**src/rtl/hello_scroller_pkg.sv**
```systemverilog
// Shared constants for the HELLO scroller: character codes, segment patterns,
// scroll FSM states and the power-up message contents.
package scroll_pkg;

  localparam logic [2:0] CH_H     = 3'b000;
  localparam logic [2:0] CH_E     = 3'b001;
  localparam logic [2:0] CH_L     = 3'b010;
  localparam logic [2:0] CH_O     = 3'b011;
  localparam logic [2:0] CH_BLANK = 3'b100;

  // Active-low segment patterns, bit k = segment k (a..g)
  localparam logic [6:0] SEG_H     = 7'b0001001;
  localparam logic [6:0] SEG_E     = 7'b0000110;
  localparam logic [6:0] SEG_L     = 7'b1000111;
  localparam logic [6:0] SEG_O     = 7'b1000000;
  localparam logic [6:0] SEG_BLANK = 7'b1111111;

  typedef enum logic {
    ST_PAUSE = 1'b0,
    ST_RUN   = 1'b1
  } scroll_state_e;

  // Message contents after reset: "HELLO" followed by blanks
  function automatic logic [2:0] resetChar(input int idx);
    logic [2:0] ch;
    case (idx)
      0:       ch = CH_H;
      1:       ch = CH_E;
      2, 3:    ch = CH_L;
      4:       ch = CH_O;
      default: ch = CH_BLANK;
    endcase
    return ch;
  endfunction

endpackage

```
**src/rtl/hello_scroller_if.sv**
```systemverilog
// Control/write/display bundle between a host and the HELLO scroller.
// The write address carries one spare bit so that addresses past the end of
// the buffer can be presented and are then rejected by the scroller.
interface hello_scroller_if #(
  parameter int NUM_DIGITS = 8,
  parameter int MSG_LEN    = 8
);
  localparam int ADDR_W = $clog2(MSG_LEN) + 1;

  logic                    Run;
  logic                    Dir;
  logic                    Step;
  logic                    Wr;
  logic [ADDR_W-1:0]       WrAddr;
  logic [2:0]              WrData;
  logic [7*NUM_DIGITS-1:0] HEX;

  modport master (
    output Run, Dir, Step, Wr, WrAddr, WrData,
    input  HEX
  );

  modport slave (
    input  Run, Dir, Step, Wr, WrAddr, WrData,
    output HEX
  );
endinterface

```
**src/rtl/char_7seg3.sv**
```systemverilog
// Combinational decoder from a 3-bit character code to an active-low
// seven-segment pattern.
module char_7seg3
  import scroll_pkg::*;
(
  input  logic [2:0] code_i,
  output logic [6:0] seg_o
);

  // Look up the segment pattern; any code with the top bit set is blank
  always_comb begin
    seg_o = SEG_BLANK;
    case (code_i)
      CH_H:    seg_o = SEG_H;
      CH_E:    seg_o = SEG_E;
      CH_L:    seg_o = SEG_L;
      CH_O:    seg_o = SEG_O;
      default: seg_o = SEG_BLANK;
    endcase
  end

endmodule

```
**src/rtl/hello_scroller.sv**
```systemverilog
// Scrolls a small character buffer across a row of seven-segment digits,
// either automatically on a prescaled tick or one position per Step pulse.
module hello_scroller
  import scroll_pkg::*;
#(
  parameter int NUM_DIGITS = 8,
  parameter int MSG_LEN    = 8,
  parameter int TICK_DIV   = 25000000
) (
  input  logic           CLOCK_50,
  input  logic           Reset,
  hello_scroller_if.slave bus
);

  localparam int OFF_W  = $clog2(MSG_LEN);
  localparam int PRE_W  = $clog2(TICK_DIV);
  localparam int ADDR_W = $clog2(MSG_LEN) + 1;

  scroll_state_e           state_q, state_d;
  logic [PRE_W-1:0]        presc_q, presc_d;
  logic [OFF_W-1:0]        off_q, off_d;
  logic [2:0]              msg_q [MSG_LEN];
  logic [2:0]              msg_d [MSG_LEN];
  logic [7*NUM_DIGITS-1:0] hex_q, hex_d;
  logic [7*NUM_DIGITS-1:0] segWindow;
  logic                    tickStep;
  logic                    doStep;
  logic                    wrOk;

  // Mode register; everything else keys off whether we are running
  always_ff @(posedge CLOCK_50 or posedge Reset) begin
    if (Reset) state_q <= ST_PAUSE;
    else       state_q <= state_d;
  end

  // Mode follows Run; prescaler counts only while running and is held at zero
  // while paused so every entry into RUN starts a full tick period
  always_comb begin
    state_d  = bus.Run ? ST_RUN : ST_PAUSE;
    presc_d  = '0;
    tickStep = 1'b0;
    doStep   = 1'b0;
    case (state_q)
      ST_RUN: begin
        if (presc_q == PRE_W'(TICK_DIV - 1)) begin
          presc_d  = '0;
          tickStep = 1'b1;
        end else begin
          presc_d  = presc_q + PRE_W'(1);
        end
        doStep = tickStep;
      end
      default: begin
        presc_d = '0;
        doStep  = bus.Step;
      end
    endcase
  end

  // Prescaler register
  always_ff @(posedge CLOCK_50 or posedge Reset) begin
    if (Reset) presc_q <= '0;
    else       presc_q <= presc_d;
  end

  // Window offset moves one position per step, direction sampled on that cycle
  always_comb begin
    off_d = off_q;
    if (doStep) begin
      if (bus.Dir) off_d = (off_q == '0) ? OFF_W'(MSG_LEN - 1) : off_q - OFF_W'(1);
      else         off_d = (off_q == OFF_W'(MSG_LEN - 1)) ? '0 : off_q + OFF_W'(1);
    end
  end

  // Offset register
  always_ff @(posedge CLOCK_50 or posedge Reset) begin
    if (Reset) off_q <= '0;
    else       off_q <= off_d;
  end

  assign wrOk = bus.Wr && (bus.WrAddr < ADDR_W'(MSG_LEN));

  // Buffer write path, independent of mode and of stepping
  always_comb begin
    msg_d = msg_q;
    if (wrOk) msg_d[bus.WrAddr[OFF_W-1:0]] = bus.WrData;
  end

  // Message buffer, reloaded with HELLO on reset
  always_ff @(posedge CLOCK_50 or posedge Reset) begin
    if (Reset) begin
      for (int i = 0; i < MSG_LEN; i++) msg_q[i] <= resetChar(i);
    end else begin
      msg_q <= msg_d;
    end
  end

  // Leftmost digit (highest index) shows msg[off], wrapping around the buffer
  for (genvar j = 0; j < NUM_DIGITS; j++) begin : gDigit
    logic [OFF_W-1:0] winIdx;
    assign winIdx = OFF_W'((int'(off_q) + (NUM_DIGITS - 1 - j)) % MSG_LEN);
    char_7seg3 uDec (
      .code_i (msg_q[winIdx]),
      .seg_o  (segWindow[7*j +: 7])
    );
  end

  assign hex_d = segWindow;

  // Registered display, blank while in reset
  always_ff @(posedge CLOCK_50 or posedge Reset) begin
    if (Reset) hex_q <= {NUM_DIGITS{SEG_BLANK}};
    else       hex_q <= hex_d;
  end

  assign bus.HEX = hex_q;

endmodule
```
**src/flat_wrapper.sv**
```systemverilog
// flat-port wrapper written by rule: the top's interface ports become plain ports
module hello_scroller_flat import scroll_pkg::*;
#(
  parameter int NUM_DIGITS = 8,
  parameter int MSG_LEN    = 8,
  parameter int TICK_DIV   = 25000000
)
  (CLOCK_50, Reset, bus_Run, bus_Dir, bus_Step, bus_Wr, bus_WrAddr, bus_WrData, bus_HEX);
  hello_scroller_if #(.NUM_DIGITS(NUM_DIGITS), .MSG_LEN(MSG_LEN)) bus_i ();
  input  logic CLOCK_50;
  input  logic Reset;
  input wire logic [$bits(bus_i.Run)-1:0] bus_Run;
  input wire logic [$bits(bus_i.Dir)-1:0] bus_Dir;
  input wire logic [$bits(bus_i.Step)-1:0] bus_Step;
  input wire logic [$bits(bus_i.Wr)-1:0] bus_Wr;
  input wire logic [$bits(bus_i.WrAddr)-1:0] bus_WrAddr;
  input wire logic [$bits(bus_i.WrData)-1:0] bus_WrData;
  output wire logic [$bits(bus_i.HEX)-1:0] bus_HEX;
  assign bus_i.Run = bus_Run;
  assign bus_i.Dir = bus_Dir;
  assign bus_i.Step = bus_Step;
  assign bus_i.Wr = bus_Wr;
  assign bus_i.WrAddr = bus_WrAddr;
  assign bus_i.WrData = bus_WrData;
  assign bus_HEX = bus_i.HEX;
  hello_scroller #(.NUM_DIGITS(NUM_DIGITS), .MSG_LEN(MSG_LEN), .TICK_DIV(TICK_DIV)) u_core (.CLOCK_50(CLOCK_50), .Reset(Reset), .bus(bus_i));
endmodule
```
**config.mk**
```make
export PLATFORM = sky130hd
export DESIGN_NAME = hello_scroller_flat
export DESIGN_NICKNAME = d
export VERILOG_FILES = /design/src/rtl/hello_scroller_pkg.sv /design/src/rtl/hello_scroller_if.sv /design/src/rtl/char_7seg3.sv /design/src/rtl/hello_scroller.sv /design/src/flat_wrapper.sv
export SDC_FILE = /design/constraint.sdc
export NUM_CORES = 1
export LEC_CHECK = 0
export CORE_ASPECT_RATIO = 1.2
export CORE_MARGIN = 2
export CORE_UTILIZATION = 29
export DETAILED_ROUTE_END_ITERATION = 10
export GPL_TIMING_DRIVEN = 0
export HOLD_SLACK_MARGIN = 0.12
export PLACE_DENSITY = 0.46
export SLEW_MARGIN = 15
export SYNTH_ARGS = -nofsm -noshare
export SYNTH_HDL_FRONTEND = slang
export SYNTH_HIERARCHICAL = 1
export SYNTH_SLANG_ARGS = --single-unit
```
**constraint.sdc**
```tcl
create_clock -name CLOCK_50 -period 7.2 [get_ports CLOCK_50]
set_clock_uncertainty 0.05 [all_clocks]
set_input_delay 2.16 -clock CLOCK_50 [delete_from_list [all_inputs] [get_ports CLOCK_50]]
set_output_delay 2.16 -clock CLOCK_50 [all_outputs]
set_load 0.02 [all_outputs]
```
==> results_dict.tcl <==
set metrics [dict create \
    tns_ns 0 \
    hold_path_depth 1 \
    ys_warn_count 6 \
    io_buffer_count 68 \
    power.density_mw_per_mm2 535 \
    grt_pass1_vias 3509 \
    clock_latency_ns 0.35 \
    ctsResizeCount 0 \
    clock.fmax_mhz 267 \
    fin_util 0.372 \
    drive_gt1_frac 0.333 \
    worstPathRequired_ns 7.44 \
    htreeDepth 3 \
    initial_utilization 0.298 \
    routedWlPerCell_um 15.5 \
    antenna_found_initial 0 \
    status "finished clean" \
    dieArea_mm2 0.0192 \
    clock-root-buffer "clkbuf_16" \
    hp-start "u_core/presc_q[0]" \
    rsz0062_at_grt "no" \
    setup_viol 0 \
    syn_avg_cell_area_um2 12.3 \
    r2r-end "u_core/bus.HEX[44]" \
    worst_setup_path_end_kind "register" \
    critPathKind "register to register" \
    final_cell_mix "clkdlybuf4s50_1 (68), dfstp_2 (64), dfrtp_1 (45), nand2_1 (43), mux2_2 (40)" \
    route.detailed.drc 0 \
    tightest_slew_ns 0.757 \
    clk_path_buf_depth 2 \
    std_cell_rows 53 \
    arrival_ns 3.99 \
    dp_hpwl_um 8480 \
    hold_class "register to register" \
    crit_top_cell "buf_1" \
    cp_top_family "buffers and inverters" \
    leakage_nw 2.58 \
    postSynth.asyncResetShare 1.00 \
    grt_max_degree 64 \
    hold_viol 0 \
    fp.coreArea_mm2 0.0176 \
    multiInputGateArea_mm2 0.00220 \
    max_cap_violations 0 \
    syn_nets 446 \
    drtIter0Drc 171 \
    gr-usage-all-layers 0.126 \
    r2r_setup_slack_ns 3.46 \
    syn_area_mm2 0.00525 \
    reg2reg_depth 11 \
    drt-pass1-iter-count 4 \
    synth-edff-count 0 \
    dieHeight_um 151 \
    critPathSlowestCell "buf_1" \
    postRouteAntennaNets 0 \
    io_pins 69 \
    cp_num_buf_inv 6 \
    slew_viol_final 0 \
    critical-path-max-stage-delay_ns 0.51 \
    synth-seq-cells 109 \
    post-cts-setup-buffer-count 0 \
    vias 3443 \
    fillerInstances 1711 \
    grt_remaining_overflow 0 \
    clock-sinks 109 \
    cp_max_fo 10 \
    min_to "u_core/presc_q[0]" \
    wl_um 11400 \
    synth_cells 428 \
    cp-start-kind "register" \
    layout_commonest_cell "clkdlybuf4s50_1" \
    viasPerCell 4.70 \
    min_period_ns 3.74 \
    regArea_mm2 0.00281 \
    gp_congestion 0.810 \
    ir_worst_vdd_mv 0.231 \
    dieWidth_um 127 \
    synth_flop_cell "dfstp_2" \
    cts_tree "yes" \
    final_nets 526 \
    finalCritPeriodShare 0.520 \
    path_clk_slew_ns 0.07 \
    cts_hold_buf 0 \
    yosysSeqAreaShare 0.535 \
    cts_buffers 9 \
    relSlewSlack 0.491 \
    areaGrowthSynthToFinish_pct 24.8 \
    n_antenna_cell 0 \
    cp_cell_sequence "buf_2, buf_1, inv_1, ha_1, clkbuf_1, buf_1, mux4_2, mux2_2, xnor2_1, nand2b_1, buf_4" \
    r2r_start "u_core/off_q[0]" \
    grt_pass1_wl_um 18800 \
    ys_types 42 \
]
final cells by class:
cell class / instances / area share
Multi-Input combinational cell: 271 / 0.335
Clock inverter: 4 / 0.00401
Clock buffer: 12 / 0.0441
Inverter: 11 / 0.00706
Buffer: 37 / 0.0315
Sequential cell: 109 / 0.428
Timing Repair Buffer: 69 / 0.108
Tap cell: 220 / 0.0420
synthesized netlist by cell type (all sizes together), types with 2 or more instances:
library cell  instances  area, um2
mux4                 20        450
mux2i                 5       50.1
nand3b                3       22.5
nor3                  2       10.0
buf                  27        169
mux2                 40        450
inv                  11       41.3
ha                    5       62.6
xnor2                19        166
or3                   7       46.3
a21oi                14       70.1
xor2                  5       43.8
o21ai                11       55.1
nand2b               18        113
nand4                 3       25.0
nor3b                 3       22.5
nor4bb                2       20.0
nand2                43        161
dfrtp                45       1130
nor4                  4       25.0
or2                   9       56.3
clkbuf               10       37.5
and3                  2       12.5
nand3                10       60.1
dfstp                64       1680
o31ai                 5       37.5
or4                   7       52.6
nor2                 19       71.3
o21bai                8       60.1
per-stage QoR:
| step | worst slack (ns) | cells | instance area (um2) | total power, mW | hold slack, ns |
|---|---|---|---|---|---|
| 6_report | 3.46 | 733 | 6560 | 3.51 | 0.437 |
| 3_3_place_gp | 0.511 | 716 | 6210 | 3.02 | 0.423 |
| 5_1_grt | 3.23 | 733 | 6560 | 3.76 | 0.465 |
| 3_5_place_dp | 3.20 | 717 | 6240 | 3.04 | 0.436 |
| 2_1_floorplan | 2.22 | 428 | 5250 | 2.46 | 0.405 |
| 4_1_cts | 3.40 | 733 | 6560 | 3.58 | 0.446 |
power by group:
part           switching [mW]  total [mW]  internal (mW)  leakage [nW]
clock                   0.227       0.513          0.286         0.155
sequential             0.0888        1.05          0.959          1.26
combinational           0.948        1.95          0.998          1.16
worst max-delay path by stage:
stage / depth (start not counted) / startpoint / to / slack [ns]
2_1_floorplan: 1 / Reset / u_core/msg_q[0] / 2.22
3_3_place_gp: 2 / Reset / u_core/presc_q[13] / 0.51
3_5_place_dp: 4 / bus_Wr / u_core/msg_q[3] / 3.20
4_1_cts: 11 / u_core/off_q[0] / u_core/bus.HEX[44] / 3.40
5_1_grt: 12 / u_core/off_q[0] / u_core/bus.HEX[30] / 3.23
6_report: 11 / u_core/off_q[0] / u_core/bus.HEX[44] / 3.46
state kept, by name (all words and copies together) (netlist names):
signal / cells
u_core/state_q: 1
u_core/msg_q: 24
u_core/off_q: 3
u_core/presc_q: 25
u_core/bus.HEX: 56
worst reg2reg max path, delay by kind of cell, from the launching register on:
| kind | cells | cell delay (ns) |
|---|---|---|
| buf+inv | 6 | 1.95 |
| xor+xnor | 1 | 0.16 |
| flops | 1 | 0.35 |
| simple gates | 1 | 0.10 |
| fa+ha+maj | 1 | 0.32 |
| mux | 2 | 0.77 |
routing by layer:
metal | vias to the layer above | track usage | share of wire | routed length [um]
met5 | - | 0 | 0 | 0
met4 | 0 | 0.0478 | 0.015 | 174
met3 | 13 | 0.0251 | 0.031 | 347
met2 | 57 | 0.222 | 0.53 | 5970
met1 | 1735 | 0.152 | 0.43 | 4860
li1 | 1638 | - | - | -
logic make-up after synthesis:
logic type      count (synthesis)  synth area share
simple gates                  135             0.137
buf+inv                        48            0.0472
compound gates                 42            0.0481
fa+ha+maj                       5            0.0119
xor+xnor                       24            0.0400
flops                         109             0.535
mux                            65             0.181
(Power assumes the default switching activity.)
